$ cat config.mk
export PLATFORM = sky130hd
export DESIGN_NAME = instr_stream_ctrl
export DESIGN_NICKNAME = d
export VERILOG_FILES = /design/src/rtl/instr_stream_ctrl.sv
export SDC_FILE = /design/constraint.sdc
export NUM_CORES = 1
export LEC_CHECK = 0
export BUFFER_PORTS_ARGS = -buffer_cell sky130_fd_sc_hd__buf_2
export CORE_ASPECT_RATIO = 0.8
export CORE_MARGIN = 2
export CORE_UTILIZATION = 54
export CTS_CLUSTER_DIAMETER = 100
export CTS_CLUSTER_SIZE = 24
export DETAILED_ROUTE_END_ITERATION = 6
export PLACE_DENSITY = 0.8
export SLEW_MARGIN = 20
export SYNTH_ARGS = -nofsm -noshare
export SYNTH_HDL_FRONTEND = slang
export SYNTH_SLANG_ARGS = --single-unit
$ cat constraint.sdc
create_clock -name clk -period 2.46 [get_ports clk]
set_clock_uncertainty 0.1 [all_clocks]
set_input_delay 0.246 -clock clk [delete_from_list [all_inputs] [get_ports clk]]
set_output_delay 0.246 -clock clk [all_outputs]
set_load 0.05 [all_outputs]
$ cat src/rtl/instr_stream_ctrl.sv
// instr_stream_ctrl
//   Sequences the instruction stream into the core and its reference model
//   during lockstep equivalence runs: NOP warm-up, a bounded number of
//   generator instructions with stall back-pressure, a NOP drain, and a
//   check handshake with the comparator.
//
// Optional feature macro: INSTR_FILTER_EN
//   When defined, accepted instructions whose opcode is neither OP-IMM
//   (7'b0010011) nor LOAD (7'b0000011) are consumed but replaced by NOP.
//   These are counted on the extra output filtered_count.
//
// Ports
//   clk            in   single clock, rising edge
//   reset_n        in   asynchronous active-low reset
//   start          in   begin a run (sampled only in IDLE)
//   stall          in   core fetch stall; instr/instr_valid hold while high
//   gen_valid      in   generator has an instruction
//   gen_instr      in   [31:0] generator instruction word
//   gen_ready      out  instruction accepted this cycle (ISSUE && !stall)
//   instr          out  [31:0] registered instruction to core/model fetch
//   instr_valid    out  instr holds a generator instruction, not a NOP
//   issued_count   out  [15:0] instructions accepted in this run
//   busy           out  FSM not in IDLE
//   check_req      out  pipeline drained, comparator may sample
//   check_ack      in   comparator done
//   done           out  one-cycle pulse at end of run
//   filtered_count out  [15:0] filtered instructions (INSTR_FILTER_EN only)
//
// State     | meaning
// ----------+-----------------------------------------------------------
// S_IDLE    | waiting for start
// S_WARMUP  | issuing NOPs, warm-up counter decrementing on free cycles
// S_ISSUE   | accepting generator instructions until NUM_INSTRS counted
// S_DRAIN   | issuing NOPs, drain counter incrementing on free cycles
// S_CHECK   | check_req high, waiting for check_ack

module instr_stream_ctrl #(
  parameter int WARMUP_CYCLES = 4,
  parameter int NUM_INSTRS    = 64,
  parameter int DRAIN_CYCLES  = 5
) (
  input  logic        clk,
  input  logic        reset_n,
  input  logic        start,
  input  logic        stall,
  input  logic        gen_valid,
  input  logic [31:0] gen_instr,
  output logic        gen_ready,
  output logic [31:0] instr,
  output logic        instr_valid,
  output logic [15:0] issued_count,
  output logic        busy,
  output logic        check_req,
  input  logic        check_ack,
  output logic        done
`ifdef INSTR_FILTER_EN
  ,
  output logic [15:0] filtered_count
`endif
);

  localparam logic [31:0] NOP        = 32'h0000_0013;
  localparam logic [15:0] WARM_LOAD  = 16'(WARMUP_CYCLES);
  localparam logic [15:0] LAST_CNT   = 16'(NUM_INSTRS - 1);
  localparam logic [15:0] DRAIN_LAST = 16'(DRAIN_CYCLES - 1);

  typedef enum logic [2:0] {
    S_IDLE,
    S_WARMUP,
    S_ISSUE,
    S_DRAIN,
    S_CHECK
  } state_t;

  state_t      state;
  logic [15:0] warm_cnt;
  logic [15:0] drain_cnt;
  logic        accept;
  logic        pass;

  // Combinational so the generator sees back-pressure in the same cycle
  // the core stalls; this also makes stall+accept impossible.
  assign gen_ready = (state == S_ISSUE) && !stall;
  assign accept    = gen_ready && gen_valid;
  assign busy      = (state != S_IDLE);

`ifdef INSTR_FILTER_EN
  assign pass = (gen_instr[6:0] == 7'b0010011) || (gen_instr[6:0] == 7'b0000011);
`else
  assign pass = 1'b1;
`endif

  always_ff @(posedge clk or negedge reset_n) begin
    if (!reset_n) begin
      state        <= S_IDLE;
      instr        <= NOP;
      instr_valid  <= 1'b0;
      issued_count <= 16'd0;
      check_req    <= 1'b0;
      done         <= 1'b0;
      warm_cnt     <= 16'd0;
      drain_cnt    <= 16'd0;
`ifdef INSTR_FILTER_EN
      filtered_count <= 16'd0;
`endif
    end else begin
      done <= 1'b0;
      case (state)
        S_IDLE: begin
          if (start) begin
            issued_count <= 16'd0;
            warm_cnt     <= WARM_LOAD;
`ifdef INSTR_FILTER_EN
            filtered_count <= 16'd0;
`endif
            if (WARMUP_CYCLES == 0) state <= S_ISSUE;
            else                    state <= S_WARMUP;
          end
        end

        S_WARMUP: begin
          if (!stall) begin
            instr       <= NOP;
            instr_valid <= 1'b0;
            warm_cnt    <= warm_cnt - 16'd1;
            if (warm_cnt == 16'd1) state <= S_ISSUE;
          end
        end

        S_ISSUE: begin
          if (accept && pass) begin
            instr        <= gen_instr;
            instr_valid  <= 1'b1;
            issued_count <= issued_count + 16'd1;
            // This accept reaches NUM_INSTRS, so the count can never overshoot.
            if (issued_count == LAST_CNT) begin
              drain_cnt <= 16'd0;
              if (DRAIN_CYCLES == 0) begin
                state     <= S_CHECK;
                check_req <= 1'b1;
              end else begin
                state <= S_DRAIN;
              end
            end
          end else if (!stall) begin
            // Bubble, or a filtered instruction that is consumed as a NOP.
            instr       <= NOP;
            instr_valid <= 1'b0;
`ifdef INSTR_FILTER_EN
            if (accept && (filtered_count != 16'hFFFF))
              filtered_count <= filtered_count + 16'd1;
`endif
          end
        end

        S_DRAIN: begin
          if (!stall) begin
            instr       <= NOP;
            instr_valid <= 1'b0;
            drain_cnt   <= drain_cnt + 16'd1;
            if (drain_cnt == DRAIN_LAST) begin
              state     <= S_CHECK;
              check_req <= 1'b1;
            end
          end
        end

        S_CHECK: begin
          if (check_ack) begin
            state     <= S_IDLE;
            check_req <= 1'b0;
            done      <= 1'b1;
          end
        end

        default: begin
          state     <= S_IDLE;
          check_req <= 1'b0;
        end
      endcase
    end
  end

endmodule

[Word level (Yosys, flattened, before mapping)]
Index checks and enable logic that the tools add are counted.
Operators by class
  add/subtract/negate cells: 3
  equal/unequal tests: 15
  multiplexer cells: 31
  bitwise gates (word level): 1
  reductions and logical operators: 16
Operator list (count)
  two-way mux 16 bit: 7
  one-hot mux 16 bit (2 select lines): 3
  two-way mux 32 bit: 2
  one-hot mux 32 bit (2 select lines): 1
  adder 16 x 1 -> 16 bit (second input constant): 2
  two-way mux 3 bit: 8
  == test 16 x 1 -> 1 bit (second input constant): 1
  == test 16 x 3 -> 1 bit (second input constant): 1
  == test 16 x 6 -> 1 bit (second input constant): 1
  subtractor 16 x 1 -> 16 bit (second input constant): 1
  one-hot mux 3 bit (5 select lines): 1
  != test 2 bit (second input constant): 7
  AND reduction 4 bit: 2
  AND reduction 8 bit: 1
  nonzero test 2 bit: 4
  two-way mux 1 bit: 7
  == test 3 x 2 -> 1 bit (second input constant): 2
  AND reduction 3 bit: 2
  == test 3 x 1 -> 1 bit (second input constant): 1
  == test 3 bit (second input constant): 1
  zero test 3 bit: 1
  one-hot mux 1 bit (3 select lines): 1
  nonzero test 3 bit: 1
  OR reduction 3 bit: 1
  6 further kinds: 7
Word-level totals
  bits in registers: 86
  input bits: 38
  output and inout bits: 53
  word-level logic and storage cells: 74

[Logic depth before layout (Yosys ltp)]
  word-level depth: 5
  depth in mapped cells: 9
  depth with buffers taken out: 7

[Worst setup path after synthesis]
OpenSTA, ideal clock, no wires.
  path kind: flip-flop to flip-flop
  start point: reg issued_count[0]
  end point: reg drain_cnt[7]
  setup time: 0.069 ns
  arrival: 2.136 ns
  data required time: 2.291 ns
  slack: 0.155 ns
  cell stages (with the launch flop): 8
  buffers on the path: 1
  period minus slack after synthesis: 2.305 ns
  cell sequence: dfrtp_1 ha_1 and3_1 nand4_1 a21o_1 buf_2 or4_1 nand3_1
On the way
  cells in the longest elaborated chain, start to end: 3
Ends and longest elaborated chain
  start, declared: line 51  | output logic [15:0] issued_count,
  start signal, assigned: line 134  | issued_count <= issued_count + 16'd1;
  == test 16 x 6 -> 1 bit: line 136  | if (issued_count == LAST_CNT) begin
  != test 2 x 1 -> 1 bit (no source line)
  AND reduction 4 bit (no source line)
  end signal, assigned: line 160  | drain_cnt <= drain_cnt + 16'd1;
  end, declared: line 77  | logic [15:0] drain_cnt;
No other way between the ends.
A chain may end at the register's enable or synchronous reset.

[Worst setup path in the final report]
  start point: reg warm_cnt[6]
  end point: reg state[1]
On the way
  cells in the longest elaborated chain, start to end: 3
Ends and longest elaborated chain
  start, declared: line 76  | logic [15:0] warm_cnt;
  start signal, assigned: line 125  | warm_cnt <= warm_cnt - 16'd1;
  == test 16 x 1 -> 1 bit: line 126  | if (warm_cnt == 16'd1) state <= S_ISSUE;
  != test 2 bit (no source line)
  AND reduction 8 bit (no source line)
  end signal, assigned: line 126
  end signal, assigned: line 139  | state <= S_CHECK;
  end signal, assigned: line 142  | state <= S_DRAIN;
  end, declared: line 75  | state_t state;
No other way between the ends.

==> impl_metrics.toml <==
[logic_synthesis]
synth_cell_types = 46
ys_ff_latch = 86
netlist_instances = 406
synth_area_leaders = "dfrtp_1 51%, a22o_1 7.5%, nor2_1 3.5%"
yosys_most_used_dff = "dfrtp_1"
ys_seq_area_frac = 0.529
synth_nets = 449
synth_top_area_frac = 0.510
ys_warn_count = 0
synth_area_per_cell_um2 = 10.0
yosysTopAreaCell = "dfrtp_1"
synthArstFlopShare = 1.00
syn_area_um2 = 4080
synth-edff-count = 0

[clocking]
cts_buffer_depth = 2
cts.sinks = 86
cts_resized = 0
cts_root_buf = "clkbuf_8"
numCtsBuffers = 9
tritoncts = "done"
clk_pin_slew_worst_paths_ns = 0.11
clk_latency_ns = 0.37
h-tree-depth = 3

[sta]
relSlewSlack = 0.569
hold_viol = 0
fin_hold_ws_ns = 0.0237
final_max_slew_viol_count = 0
tightestPinTransition_ns = 0.645
rsz0062_at_grt = "no"
tns_ns = 0
finalCriticalPeriod_ns = 2.32
max_freq_mhz = 431
finalCritPeriodShare = 0.943
setup_violations = 0

[final_layout]
finalNetCount = 570
multi_input_area_um2 = 1810
drive_gt1_frac = 0.239
mostFrequentLayoutCell = "buf_2"
final_cells = 622
fin_util = 0.701
mostFrequentLayoutCells = "89 x buf_2, 83 x dfrtp_1, 38 x nor2_1, 37 x nand2_1, 35 x a22o_1"
stdcell_area_um2 = 5150
syn_to_final_growth_pct = 26.5
antenna_cells = 0
num-fill-cells = 552
ff_latch_area_um2 = 2160

[drt]
viasPerCell = 5.93
totalWireLength_mm = 10.7
initialDrtViolationCount = 276
vias = 3686
ant_nets = 0
drtPass1Iterations = 4
drc = 0
wire_per_inst_um = 17.2

[global_route]
grt_pass1_vias = 3567
grt_max_degree = 48
grt_pass1_wl_mm = 17.6
antenna_found_initial = 0
grt_overflow = 0
grt_usage = 0.277

[floorplan]
chipWidth_um = 101
die_h_um = 81.7
initial_utilization = 0.554
io_pins = 91
dieArea_um2 = 8260
rows = 28
core_region_area_um2 = 7360

[pwr]
p_leak_nw = 2.55
peakVddDrop_uv = 287
power.density_nw_per_um2 = 669

[placement]
dp.cells = 579
gp_congestion = 0.900
placed_area_um2 = 4690
port_buffers = 90
dp_hpwl_mm = 6.87

[flow_run]
max_cap_viol_count = 0

[worst_setup_path]
crit_chain = "or4_4 -> or3_1 -> or4_4 -> o31ai_2"
crit_path_max_fanout = 8
start_kind = "flop"
cp_slowest_cell = "or4_4"
critPathKind = "reg2reg"
cp_data_arrival_time_ns = 2.49
required_ns = 2.63
crit_top_cell = "or4_4"
end_kind = "flop"
reg2regPathDepth = 4
slowest_delay_ns = 0.55

[min_path]
hold_class = "in2reg"
min_path_cells = 2

[outcome]
status = "finished clean"
critical path: cells and delay by family, from the launching register on:
family | cells | cell delay (ns)
compound gates | 1 | 0.18
simple gates | 3 | 1.53
flops | 1 | 0.42
cells by family after synthesis:
group / Yosys count / share of synthesized area
compound gates: 98 / 0.170
xor+xnor: 18 / 0.0387
fa+ha+maj: 5 / 0.0154
buf+inv: 31 / 0.0295
flops: 86 / 0.529
mux: 3 / 0.00768
simple gates: 165 / 0.209
layer usage:
layer / global-route usage / share of wire / wire (µm) / up-vias
met5: 0 / 0 / 0 / -
met4: 0.0811 / 0.017 / 178 / 0
met3: 0.0783 / 0.074 / 790 / 17
met2: 0.426 / 0.47 / 5060 / 154
met1: 0.385 / 0.44 / 4670 / 1789
li1: - / - / - / 1726
registers in the layout (all words and copies together) (netlist names):
| register | flops |
|---|---|
| warm_cnt | 16 |
| done | 1 |
| state | 3 |
| check_req | 1 |
| instr_valid | 1 |
| drain_cnt | 16 |
| issued_count | 16 |
| instr | 32 |
power breakdown:
part           switching, mW  total, mW  internal (mW)
Clock                  0.592      0.995          0.403
Sequential             0.169       1.73           1.57
Combinational          0.418      0.719          0.301
stage by stage:
step | power (mW) | worst slack [ns]
CTS | 3.45 | 0.147
global route | 3.65 | 0.0140
detailed placement | 2.43 | 0.157
global placement | 2.39 | 0.202
floorplan | 2.22 | 0.155
finish | 3.45 | 0.140
cell usage after synthesis (all sizes together), types with 4 or more instances:
master  count
nor4        9
dfrtp      83
a31oi       4
o21ai      29
buf         4
nand3      15
xnor2      11
o31ai       5
nand2      37
and3        7
a21oi      11
inv        11
clkbuf     16
ha          5
nor2       38
a22o       35
or4         6
or3         9
xor2        7
nor3       14
nand2b      4
nand4       8
worst paths after layout:
path | start | to | slack [ns]
max in group asynchronous | reset_n | instr[4] | 1.27
hold reg to reg | instr[23] | instr[23] | 0.40
hold / removal | gen_instr[27] | instr[27] | 0.02
min in group asynchronous | reset_n | warm_cnt[9] | 0.30
setup / recovery | warm_cnt[6] | state[1] | 0.14
setup reg to reg | warm_cnt[6] | state[1] | 0.14
timing repair:
action                                  4_1_cts  5_1_grt
endpoints found under the setup margin        0        0
buffers inserted                              0        0
hold buffers                                 23        4
hold endpoints to repair                     61        4
layout make-up:
cell class / instances / area share
sequential: 86 / 0.418
multi-input combinational: 289 / 0.350
timing repair buffer: 130 / 0.164
clock buffer: 9 / 0.0240
tap: 90 / 0.0218
clock inverter: 7 / 0.0136
inverter: 11 / 0.00801
Power figures use the tool's default switching activity.
